`src/rtl/parity_rx.sv`:
```
// parity_rx: serial frame receiver (start, DATA_W data LSB first, parity, stop)
// with a one-entry valid/ready output register.
// Optional build macro PARITY_RX_DROP_ERR_EN: discard frames with parity or stop errors.
module parity_rx #(
    parameter int DATA_W = 8,
    parameter int ODD    = 0
) (
    input  logic              clk,
    input  logic              rst,
    input  logic              bit_en,
    input  logic              rx,
    output logic [DATA_W-1:0] data,
    output logic              valid,
    input  logic              ready,
    output logic              par_err,
    output logic              frm_err,
    output logic              overrun
);

    localparam int CW = $clog2(DATA_W) + 1;

    typedef enum logic [1:0] {
        S_IDLE,
        S_DATA,
        S_PAR,
        S_STOP
    } state_t;

    state_t            r_state;
    state_t            w_next_state;
    logic [CW-1:0]     r_cnt;
    logic [DATA_W-1:0] r_shift;
    logic              r_acc;
    logic              r_perr;
    logic [DATA_W-1:0] r_data;
    logic              r_valid;
    logic              r_par_err;
    logic              r_frm_err;
    logic              r_overrun;

    logic              w_last_bit;
    logic              w_done;
    logic              w_ferr;
    logic              w_room;
    logic              w_keep;
    logic              w_load;
    logic              w_ovr;
    logic [DATA_W-1:0] w_shift_next;

    assign w_last_bit   = (r_cnt == CW'(DATA_W - 1));
    assign w_done       = bit_en && (r_state == S_STOP);
    assign w_ferr       = ~rx;
    assign w_room       = ~r_valid | ready;
    assign w_shift_next = (r_shift >> 1) | (DATA_W'(rx) << (DATA_W - 1));

`ifdef PARITY_RX_DROP_ERR_EN
    assign w_keep = ~(r_perr | w_ferr);
`else
    assign w_keep = 1'b1;
`endif

    assign w_load = w_done & w_keep & w_room;
    assign w_ovr  = w_done & w_keep & ~w_room;

    // State register
    always_ff @(posedge clk or posedge rst) begin
        if (rst) begin
            r_state <= S_IDLE;
        end else begin
            r_state <= w_next_state;
        end
    end

    // Next-state logic: advance only on bit strobes
    always_comb begin
        w_next_state = r_state;
        if (bit_en) begin
            case (r_state)
                S_IDLE:  if (!rx) w_next_state = S_DATA;
                S_DATA:  if (w_last_bit) w_next_state = S_PAR;
                S_PAR:   w_next_state = S_STOP;
                S_STOP:  w_next_state = S_IDLE;
                default: w_next_state = S_IDLE;
            endcase
        end
    end

    // Deserializer: bit counter, shifter, running XOR and parity verdict
    always_ff @(posedge clk or posedge rst) begin
        if (rst) begin
            r_cnt   <= '0;
            r_shift <= '0;
            r_acc   <= 1'b0;
            r_perr  <= 1'b0;
        end else if (bit_en) begin
            case (r_state)
                S_IDLE: begin
                    if (!rx) begin
                        r_cnt <= '0;
                        r_acc <= 1'b0;
                    end
                end
                S_DATA: begin
                    r_shift <= w_shift_next;
                    r_acc   <= r_acc ^ rx;
                    r_cnt   <= r_cnt + CW'(1);
                end
                S_PAR: begin
                    r_perr <= r_acc ^ rx ^ 1'(ODD);
                end
                default: ;
            endcase
        end
    end

    // Output register: load on completion if free, else flag overrun
    always_ff @(posedge clk or posedge rst) begin
        if (rst) begin
            r_data    <= '0;
            r_valid   <= 1'b0;
            r_par_err <= 1'b0;
            r_frm_err <= 1'b0;
            r_overrun <= 1'b0;
        end else begin
            r_overrun <= w_ovr;
            if (w_load) begin
                r_data  <= r_shift;
                r_valid <= 1'b1;
`ifdef PARITY_RX_DROP_ERR_EN
                r_par_err <= 1'b0;
                r_frm_err <= 1'b0;
`else
                r_par_err <= r_perr;
                r_frm_err <= w_ferr;
`endif
            end else if (r_valid && ready) begin
                r_valid <= 1'b0;
            end
        end
    end

    assign data    = r_data;
    assign valid   = r_valid;
    assign par_err = r_par_err;
    assign frm_err = r_frm_err;
    assign overrun = r_overrun;

endmodule

```
`config.mk`:
```
export PLATFORM = sky130hd
export DESIGN_NAME = parity_rx
export DESIGN_NICKNAME = d
export VERILOG_FILES = /design/src/rtl/parity_rx.sv
export SDC_FILE = /design/constraint.sdc
export NUM_CORES = 1
export LEC_CHECK = 0
export ABC_CLOCK_PERIOD_IN_PS = 2150
export BUFFER_PORTS_ARGS = -buffer_cell sky130_fd_sc_hd__buf_2
export CAP_MARGIN = 20
export CORE_UTILIZATION = 25
export CTS_CLUSTER_SIZE = 20
export DETAILED_ROUTE_END_ITERATION = 8
export PLACE_DENSITY = 0.38
export SYNTH_ARGS = -nofsm -noshare
export SYNTH_HDL_FRONTEND = slang
export SYNTH_SLANG_ARGS = --single-unit
```
`constraint.sdc`:
```
create_clock -name clk -period 2.15 [get_ports clk]
set_input_delay 0.43 -clock clk [delete_from_list [all_inputs] [get_ports clk]]
set_output_delay 0.43 -clock clk [all_outputs]
set_load 0.05 [all_outputs]
```
==> metrics.cfg <==
[worst_setup_path]
worst_path_most_repeated_cell = a21boi_4
crit_path_max_fanout = 7
crit_required_ps = 2310
cp-startpoint = r_state[0]$_DFFE_PP0P_
r2r_slack_ps = 430
end_kind = flip-flop
timing.critical_path.buf_inv = 1
path_delay_family = compound AO/OA/AOI/OAI gates
reg2reg_from = r_state[0]$_DFFE_PP0P_
cp-start-kind = flip-flop
path_cells = inv_1, ha_1, a21boi_4, a21boi_4, mux2_1
crit_slowest_cell = dfrtp_1
slowest_delay_ps = 380
criticalPathCategory = reg -> reg
crit_arrival_ps = 1880

[yosys]
syn-num-nets = 107
netlist.area_leader.share = 0.558
ys_seq_elements = 28
yosys.cell_types.count = 23
synth_top_area_cell = dfrtp_1
synth.cell_area_um2 = 1260
synth_top_family_by_area = multiplexers
avgSynthCellArea_um2 = 13.1
synthXorXnorAreaFrac = 0.00697
synth_compound_area_frac = 0.0797
yosysSeqAreaShare = 0.558
postSynthCellCount = 96
yosysWarnings = 0
netlist_top_cells_area = dfrtp_1 (56%), mux2_2 (15%), ha_1 (6.0%)
muxShareOfSynthArea = 0.185
synth_simple_gate_area_frac = 0.0747
synthAdderAreaFrac = 0.0598

[layout]
drive_gt1_frac = 0.362
area_growth_pct = 17.7
layout_common_cells = dfrtp_1 (28), mux2_2 (17), buf_2 (16)
final_common_cell = dfrtp_1
diodes = 0
nets = 128

[sta]
grt_setup_unrepaired = false
slew_headroom = 0.732
clock.fmax_ghz = 0.581
setup_viol = 0
final_max_slew_viol_count = 0
tns_ps = 0
finalCriticalPeriod_ps = 1720
timing.final.crit_share = 0.801
worst-slew-pin-transition_ps = 402
fin_skew_ps = 3.54
finalHoldViolCount = 0

[pwr]
p_clk_frac = 0.145
power_mw = 2.22
netSwitchingFraction = 0.417
switchingPower_uw = 925
power_frac_seq = 0.401
comb_power_share = 0.455
power_density_nw_per_um2 = 1500
p_int_mw = 1.29
ir_worst_vdd_mv = 0.297
p_leak_nw = 0.709

[clock_network]
cts_setup_buffers = 0
cts_hold_buf = 0
root_buffer = clkbuf_8
h-tree-depth = 1
cts_tree = done
cts_resized = 0
clock_path_buffers = 2
cts_sinks = 28
clk_latency_ps = 270
clk_pin_slew_ps = 90
cts_made_buffers = 3

[worst_hold_path]
hold_path.class = in -> async

[placement]
dp_hpwl_um = 1510
io_buffer_count = 16
gp_congestion = 0.686

[routing]
viasPerCell = 4.13
first_pass_iters = 4
ant_nets = 0
wirelength_um = 2070
drc = 0
route.vias.total = 755
drtIter0Drc = 11
wire_per_inst_um = 11.3

[die]
core_area_um2 = 4790
fp-row-count = 25
die_x_um = 72.9
die_h_um = 72.9
num_io_pins = 17
die_area_um2 = 5310
initial_core_util = 0.262

[global_route]
grt_pass1_wl_um = 3550
grtUsageMet3 = 0.0221
busiest_layer = met2
antenna_found_initial = 0
grt_pass1_vias = 746
grt_max_degree = 19
grt_overflow = 0
use_met1 = 0.119
track_usage = 0.0906
met2_usage = 0.139

[job]
drv_cap = 0

[status]
status = complete, no violations

power by group through the flow:
stage               registers [mW]  logic (mW)  clock network, mW
floorplan                     1.20       0.496                  0
detailed placement           0.902        1.02                  0
global route                 0.925        1.10              0.354
finish                       0.889        1.01              0.321
CTS                          0.893        1.03              0.344
global placement             0.897        1.01                  0
cells in the mapped netlist:
master and count:
mux2_1 1, nand3_1 2, dfrtp_1 28, o221ai_1 1
inv_1 7, nand3b_1 3, o21a_1 2, mux2_2 17
nor2b_1 1, clkbuf_1 1, mux2i_1 3, a21boi_4 2
ha_1 6, o21ai_0 2, nand2b_1 2, a21oi_1 2
and3_1 1, nor2_1 3, xnor2_1 1, a31oi_1 3
nand2_1 5, nand4_1 1, buf_4 2
cells by family after synthesis:
family | after synthesis
adder cells (fa/ha/maj) | 6
buffers and inverters | 10
multiplexers | 21
XOR/XNOR | 1
AND/OR/NAND/NOR | 18
AO/OA/AOI/OAI | 12
flip-flops | 28
per-layer routing:
metal	share of wire	routed length, µm
met5	0	0
met4	0.0082	17
met2	0.47	982
met3	0.033	69
met1	0.48	1000
flip-flops by register name (all words and copies together), names as in the netlist:
signal / count
overrun: 1
valid: 1
par_err: 1
r_shift: 8
frm_err: 1
data: 8
r_perr: 1
r_cnt: 4
r_state: 2
r_acc: 1
metrics by stage:
| step | util | hold slack [ps] | cell area, µm² | cells | setup slack, ps |
|---|---|---|---|---|---|
| 2_1_floorplan | - | 474 | 1260 | 96 | 584 |
| 3_3_place_gp | 0.298 | 440 | 1420 | 179 | 510 |
| 3_5_place_dp | 0.298 | 448 | 1420 | 179 | 429 |
| 4_1_cts | 0.309 | 130 | 1480 | 183 | 421 |
| 5_1_grt | 0.309 | 166 | 1480 | 183 | 324 |
| 6_report | 0.309 | 128 | 1480 | 183 | 428 |
path summary, 6_finish.rpt:
kind,endpoint,depth (start not counted)
min in group clk,overrun$_DFF_PP0_,3
worst min register to register,data[2]$_DFFE_PP0P_,1
worst max-delay path,r_state[1]$_DFFE_PP0P_,5
worst min-delay path,data[3]$_DFFE_PP0P_,2
worst max register to register,r_state[1]$_DFFE_PP0P_,5
max in group asynchronous,r_shift[2]$_DFFE_PP0P_,3
area by class of cell:
type / instances / area (µm²)
multi-input cells: 58 / 510
clock buffers: 4 / 55.1
fillers: 499 / 3310
flip-flops and latches: 28 / 701
inverters: 7 / 26.3
repair buffers: 19 / 103
well taps: 67 / 83.8
worst register-to-register path: stages (launching register included):
cell	delay, ps
dfrtp_1	380
inv_1	100
ha_1	300
a21boi_4	260
a21boi_4	240
mux2_1	330
Note: power is estimated with default switching activity, not from simulation.
